**src/rtl/dii_package.sv**
```systemverilog
// Shared DI definitions: payload flit type and datapath widths.
package dii_package;

  localparam int unsigned DII_PAYLOAD_WIDTH = 16;
  localparam int unsigned DII_WORD_WIDTH    = 32;

  typedef struct packed {
    logic                         valid;
    logic                         last;
    logic [DII_PAYLOAD_WIDTH-1:0] data;
  } dii_flit;

endpackage

```
**src/rtl/dii_payload_packer.sv**
```systemverilog
// Packs 16-bit payload flits into little-endian 32-bit words with a half-word
// keep mask and word-level last; counts completed messages.
module dii_payload_packer
  import dii_package::*;
#(
  parameter int unsigned CNT_WIDTH = 16
) (
  input  logic                      clk,
  input  logic                      rst,
  input  dii_flit                   in_flit,
  output logic                      in_ready,
  output logic [DII_WORD_WIDTH-1:0] out_data,
  output logic [1:0]                out_keep,
  output logic                      out_last,
  output logic                      out_valid,
  input  logic                      out_ready,
  output logic [CNT_WIDTH-1:0]      msg_count
);

  typedef enum logic {
    LO = 1'b0,
    HI = 1'b1
  } half_state_t;

  half_state_t                  half_state;
  half_state_t                  half_next;
  logic [DII_PAYLOAD_WIDTH-1:0] lo_q;

  logic                         accept;
  logic                         handshake;
  logic                         store_lo;
  logic                         load;
  logic [DII_WORD_WIDTH-1:0]    load_data;
  logic [1:0]                   load_keep;
  logic                         load_last;

  // Ready depends only on the output slot, never on the assembly state.
  assign in_ready  = !out_valid || out_ready;
  assign accept    = in_flit.valid && in_ready;
  assign handshake = out_valid && out_ready;

  always_comb begin
    half_next = half_state;
    store_lo  = 1'b0;
    load      = 1'b0;
    load_data = '0;
    load_keep = '0;
    load_last = 1'b0;
    if (accept) begin
      case (half_state)
        LO: begin
          if (in_flit.last) begin
            load      = 1'b1;
            load_data = {{DII_PAYLOAD_WIDTH{1'b0}}, in_flit.data};
            load_keep = 2'b01;
            load_last = 1'b1;
          end else begin
            store_lo  = 1'b1;
            half_next = HI;
          end
        end
        HI: begin
          load      = 1'b1;
          load_data = {in_flit.data, lo_q};
          load_keep = 2'b11;
          load_last = in_flit.last;
          half_next = LO;
        end
        default: half_next = LO;
      endcase
    end
  end

  always_ff @(posedge clk) begin
    if (rst) begin
      half_state <= LO;
      lo_q       <= '0;
      out_data   <= '0;
      out_keep   <= '0;
      out_last   <= 1'b0;
      out_valid  <= 1'b0;
      msg_count  <= '0;
    end else begin
      half_state <= half_next;
      if (store_lo) begin
        lo_q <= in_flit.data;
      end
      // A load in the handshake cycle overwrites the departing word directly.
      if (load) begin
        out_data  <= load_data;
        out_keep  <= load_keep;
        out_last  <= load_last;
        out_valid <= 1'b1;
      end else if (handshake) begin
        out_valid <= 1'b0;
      end
      if (handshake && out_last) begin
        msg_count <= msg_count + CNT_WIDTH'(1);
      end
    end
  end

endmodule

```
**config.mk**
```make
export PLATFORM = sky130hd
export DESIGN_NAME = dii_payload_packer
export DESIGN_NICKNAME = d
export VERILOG_FILES = /design/src/rtl/dii_package.sv /design/src/rtl/dii_payload_packer.sv
export SDC_FILE = /design/constraint.sdc
export NUM_CORES = 1
export LEC_CHECK = 0
export CAP_MARGIN = 20
export CORE_UTILIZATION = 48
export DETAILED_ROUTE_END_ITERATION = 6
export MAX_ROUTING_LAYER = met4
export PLACE_DENSITY = 0.79
export SLEW_MARGIN = 10
export SYNTH_ARGS = -nofsm -noshare
export SYNTH_HDL_FRONTEND = slang
export SYNTH_SLANG_ARGS = --single-unit
```
**constraint.sdc**
```tcl
create_clock -name clk -period 2.05 [get_ports clk]
set_clock_uncertainty 0.2 [all_clocks]
set_input_delay 0.5125 -clock clk [delete_from_list [all_inputs] [get_ports clk]]
set_output_delay 0.5125 -clock clk [all_outputs]
set_load 0.1 [all_outputs]
```
==> impl_metrics.py <==
metrics = {
    "placement": {
        "placement.io_buffers": 73,
        "postPlaceCellArea_mm2": 0.00421,
        "routabilityCongestion": 0.868,
        "dpl_worst_slack_ps": -427,
        "hpwl_mm": 4.94,
    },
    "synthesis": {
        "synth_fp_nets": 342,
        "synthAdderAreaFrac_pct": 0.450,
        "yosys_warnings": 0,
        "syn_area_per_cell_um2": 8.68,
        "ys_ff_latch": 69,
        "synthMuxAreaShare_pct": 6.12,
        "ys_seq_area_share_pct": 49.7,
        "ys_types": 33,
        "synth_xor_area_share_pct": 3.15,
        "synthesis.instances": 320,
        "synth_top_family_by_area": "simple AND/OR/NAND/NOR gates",
        "synth-simple-area-share_pct": 24.7,
        "synth_compound_area_share_pct": 11.4,
        "netlist_area_mm2": 0.00278,
    },
    "routing": {
        "via_per_inst": 5.40,
        "dr.pass1.iters": 5,
        "num_vias": 2569,
        "post-route-drc-count": 0,
        "routed.top_layer": "met4",
        "drt_wl_total_mm": 7.12,
        "met1Wirelength_mm": 3.01,
        "avgRoutedWirePerCell_um": 15.0,
        "ant_nets": 0,
        "dr_wl_met2_mm": 3.70,
        "drt_iter0_drc": 117,
        "dr_wl_met3_um": 284,
    },
    "floorplan": {
        "start_util_pct": 50.2,
        "dieArea_mm2": 0.00610,
        "io_pins": 74,
        "die_x_um": 78.1,
        "coreArea_mm2": 0.00554,
        "rows": 27,
        "dieHeight_um": 78.1,
    },
    "timing": {
        "fin_crit_ps": 2080,
        "rsz0062_at_grt": "yes",
        "maxSlewHeadroom_pct": 78.2,
        "drv_slew": 0,
        "fin_setup_tns_ps": -32.2,
        "layout_worst_path_cycle_share_pct": 102,
        "worst_slew_pin_slew_ps": 324,
        "setup_viol": 1,
        "fmax_mhz": 480,
        "hold_violations": 0,
        "layout_setup_ws_ps": -32.2,
    },
    "global_routing": {
        "grt_max_degree": 70,
        "grt_util_all_layers_pct": 26.2,
        "grt_pass1_wl_mm": 12.0,
        "antenna_found_initial": 0,
        "overflow": 0,
        "grt_pass1_vias": 2470,
    },
    "critical_path": {
        "cp_slowest_stage_delay_ps": 510,
        "crit_fanout": 20,
        "ff2ff_setup_slack_ps": 270,
        "worst_path_max_delay_cell": "clkdlybuf4s50_1",
        "worstSetupEndpointType": "flop",
        "cp.required_ps": 2060,
        "critPathKind": "in2reg",
        "cp.arrival_ps": 2090,
        "cp_cell_sequence": "clkdlybuf4s50_1 -> inv_1 -> or3_1 -> buf_4 -> a211oi_1 -> nor3_1",
        "start_kind": "primary input",
    },
    "power": {
        "p_total_uw": 3070,
        "powerDensity_mw_per_mm2": 702,
        "ir_drop_mv": 0.466,
        "p_leak_uw": 0.00176,
    },
    "finish": {
        "diodes": 0,
        "nNetsFinal": 421,
        "fill_cells": 350,
        "final_util_pct": 78.9,
        "design_area_mm2": 0.00437,
        "drive_gt1_share_pct": 27.5,
        "area_growth_pct": 57.4,
    },
    "cts": {
        "clockBufferDepth": 2,
        "cts_tree": "done",
        "clock-sinks": 69,
        "clk_latency_ps": 330,
        "cts.reportedPaths.clkPinSlew_ps": 70,
        "postCtsHoldBufs": 0,
        "cts_buffers": 9,
        "cts_setup_buffers": 0,
        "root_buffer": "clkbuf_8",
        "h-tree-depth": 3,
    },
    "run_status": {
        "violations": "setup timing",
        "outcome": "finished with violations",
    },
    "hold_path": {
        "hold_path_class": "reg2reg",
    },
    "run": {
        "cap_viol_max_count": 0,
    },
}
metal layers:
layer / vias up / global-route usage, %
met2: 78 / 42.6
met1: 1212 / 31.2
met5: - / -
met3: 12 / 4.77
li1: 1267 / -
met4: 0 / 13.1
what timing repair did:
action,in CTS,in global routing
gates resized for setup,1,4
pin swaps,0,0
gates cloned,0,0
endpoints found under the setup margin,8,5
registers in the layout, summed over array words and instances, names as in the netlist:
| name | cells |
|---|---|
| half_state | 1 |
| out_last | 1 |
| out_data | 32 |
| msg_count | 16 |
| out_valid | 1 |
| lo_q | 16 |
| out_keep | 2 |
worst paths after layout:
check,endpoint,from,cells past startpoint
worst min register to register,lo_q[13],lo_q[13],2
worst min-delay path,lo_q[13],lo_q[13],2
worst max-delay path,out_data[10],in_flit[17],6
worst max register to register,out_data[10],out_valid,5
critical path: cells and delay by family:
kind                   cells  cell delay, ps
and+or+nand+nor            2             470
buffers and inverters      3             810
AOI/OAI and AO/OA          1             280
cell type report:
type	count	area (µm²)	area share, %
well taps	72	90.1	2.06
inverters	2	10.0	0.229
clock inverters	5	27.5	0.629
flip-flops and latches	69	1410	32.1
repair buffers	92	1420	32.4
clock buffers	11	131	3.00
multi-input cells	225	1290	29.5
placed cells by master (no fill, tap or decap), types with 2 or more instances in the layout:
| cell | count |
|---|---|
| buf_4 | 17 |
| nor2_1 | 80 |
| nand4_1 | 6 |
| clkinv_2 | 4 |
| nand2_1 | 19 |
| dfxtp_4 | 2 |
| o21ai_0 | 5 |
| a22oi_1 | 16 |
| buf_12 | 55 |
| a21oi_1 | 9 |
| or3_1 | 5 |
| xor2_1 | 6 |
| dfxtp_2 | 13 |
| nor3_1 | 18 |
| a211oi_2 | 2 |
| clkbuf_8 | 9 |
| and3_1 | 4 |
| mux2i_1 | 17 |
| nand3_1 | 9 |
| dfxtp_1 | 54 |
| clkdlybuf4s50_1 | 18 |
| clkbuf_1 | 2 |
| a211oi_1 | 14 |
| xnor2_1 | 4 |
synthesized netlist by cell type:
library cell / count / share of area (%)
a22oi_1: 16 / 4.3
ha_1: 1 / 0.45
and4_4: 1 / 0.41
inv_2: 1 / 0.13
or4_1: 1 / 0.27
o21ai_0: 5 / 0.90
nand4_1: 6 / 1.4
mux2i_1: 17 / 6.1
nand3_2: 1 / 0.36
nor2_1: 80 / 11
a21oi_1: 9 / 1.6
o31ai_1: 1 / 0.27
nand2_1: 19 / 2.6
buf_6: 1 / 0.41
dfxtp_1: 69 / 50
buf_2: 8 / 1.4
nor3_2: 1 / 0.36
inv_1: 1 / 0.13
nor4_1: 1 / 0.23
or3_1: 5 / 1.1
nand3_4: 1 / 0.63
and3_1: 4 / 0.90
a211oi_1: 16 / 4.3
nand3_1: 9 / 1.6
buf_1: 1 / 0.13
buf_4: 2 / 0.54
xnor2_1: 4 / 1.3
nand2b_1: 1 / 0.23
xor2_1: 6 / 1.9
and4_1: 1 / 0.32
clkbuf_1: 12 / 1.6
nor2b_2: 1 / 0.32
nor3_1: 18 / 3.2
cell families after synthesis:
| group | after synthesis |
|---|---|
| AOI/OAI and AO/OA | 47 |
| xor gates and xnor gates | 10 |
| adders and majority gates | 1 |
| buffers and inverters | 26 |
| DFF | 69 |
| muxes | 17 |
| and+or+nand+nor | 150 |
report_power, final:
part	internal (µW)	total, µW	switching [µW]	leakage, µW
Combinational	260	699	438	0.00111
Clock	431	924	493	0.0000829
Sequential	1390	1450	52.8	0.000570
metrics by stage:
stage          hold WS (ps)  std cells
6_report                297        476
5_1_grt                 330        476
4_1_cts                 302        476
3_5_place_dp            284        460
3_3_place_gp            274        460
2_1_floorplan           264        320
(Power assumes the default switching activity.)
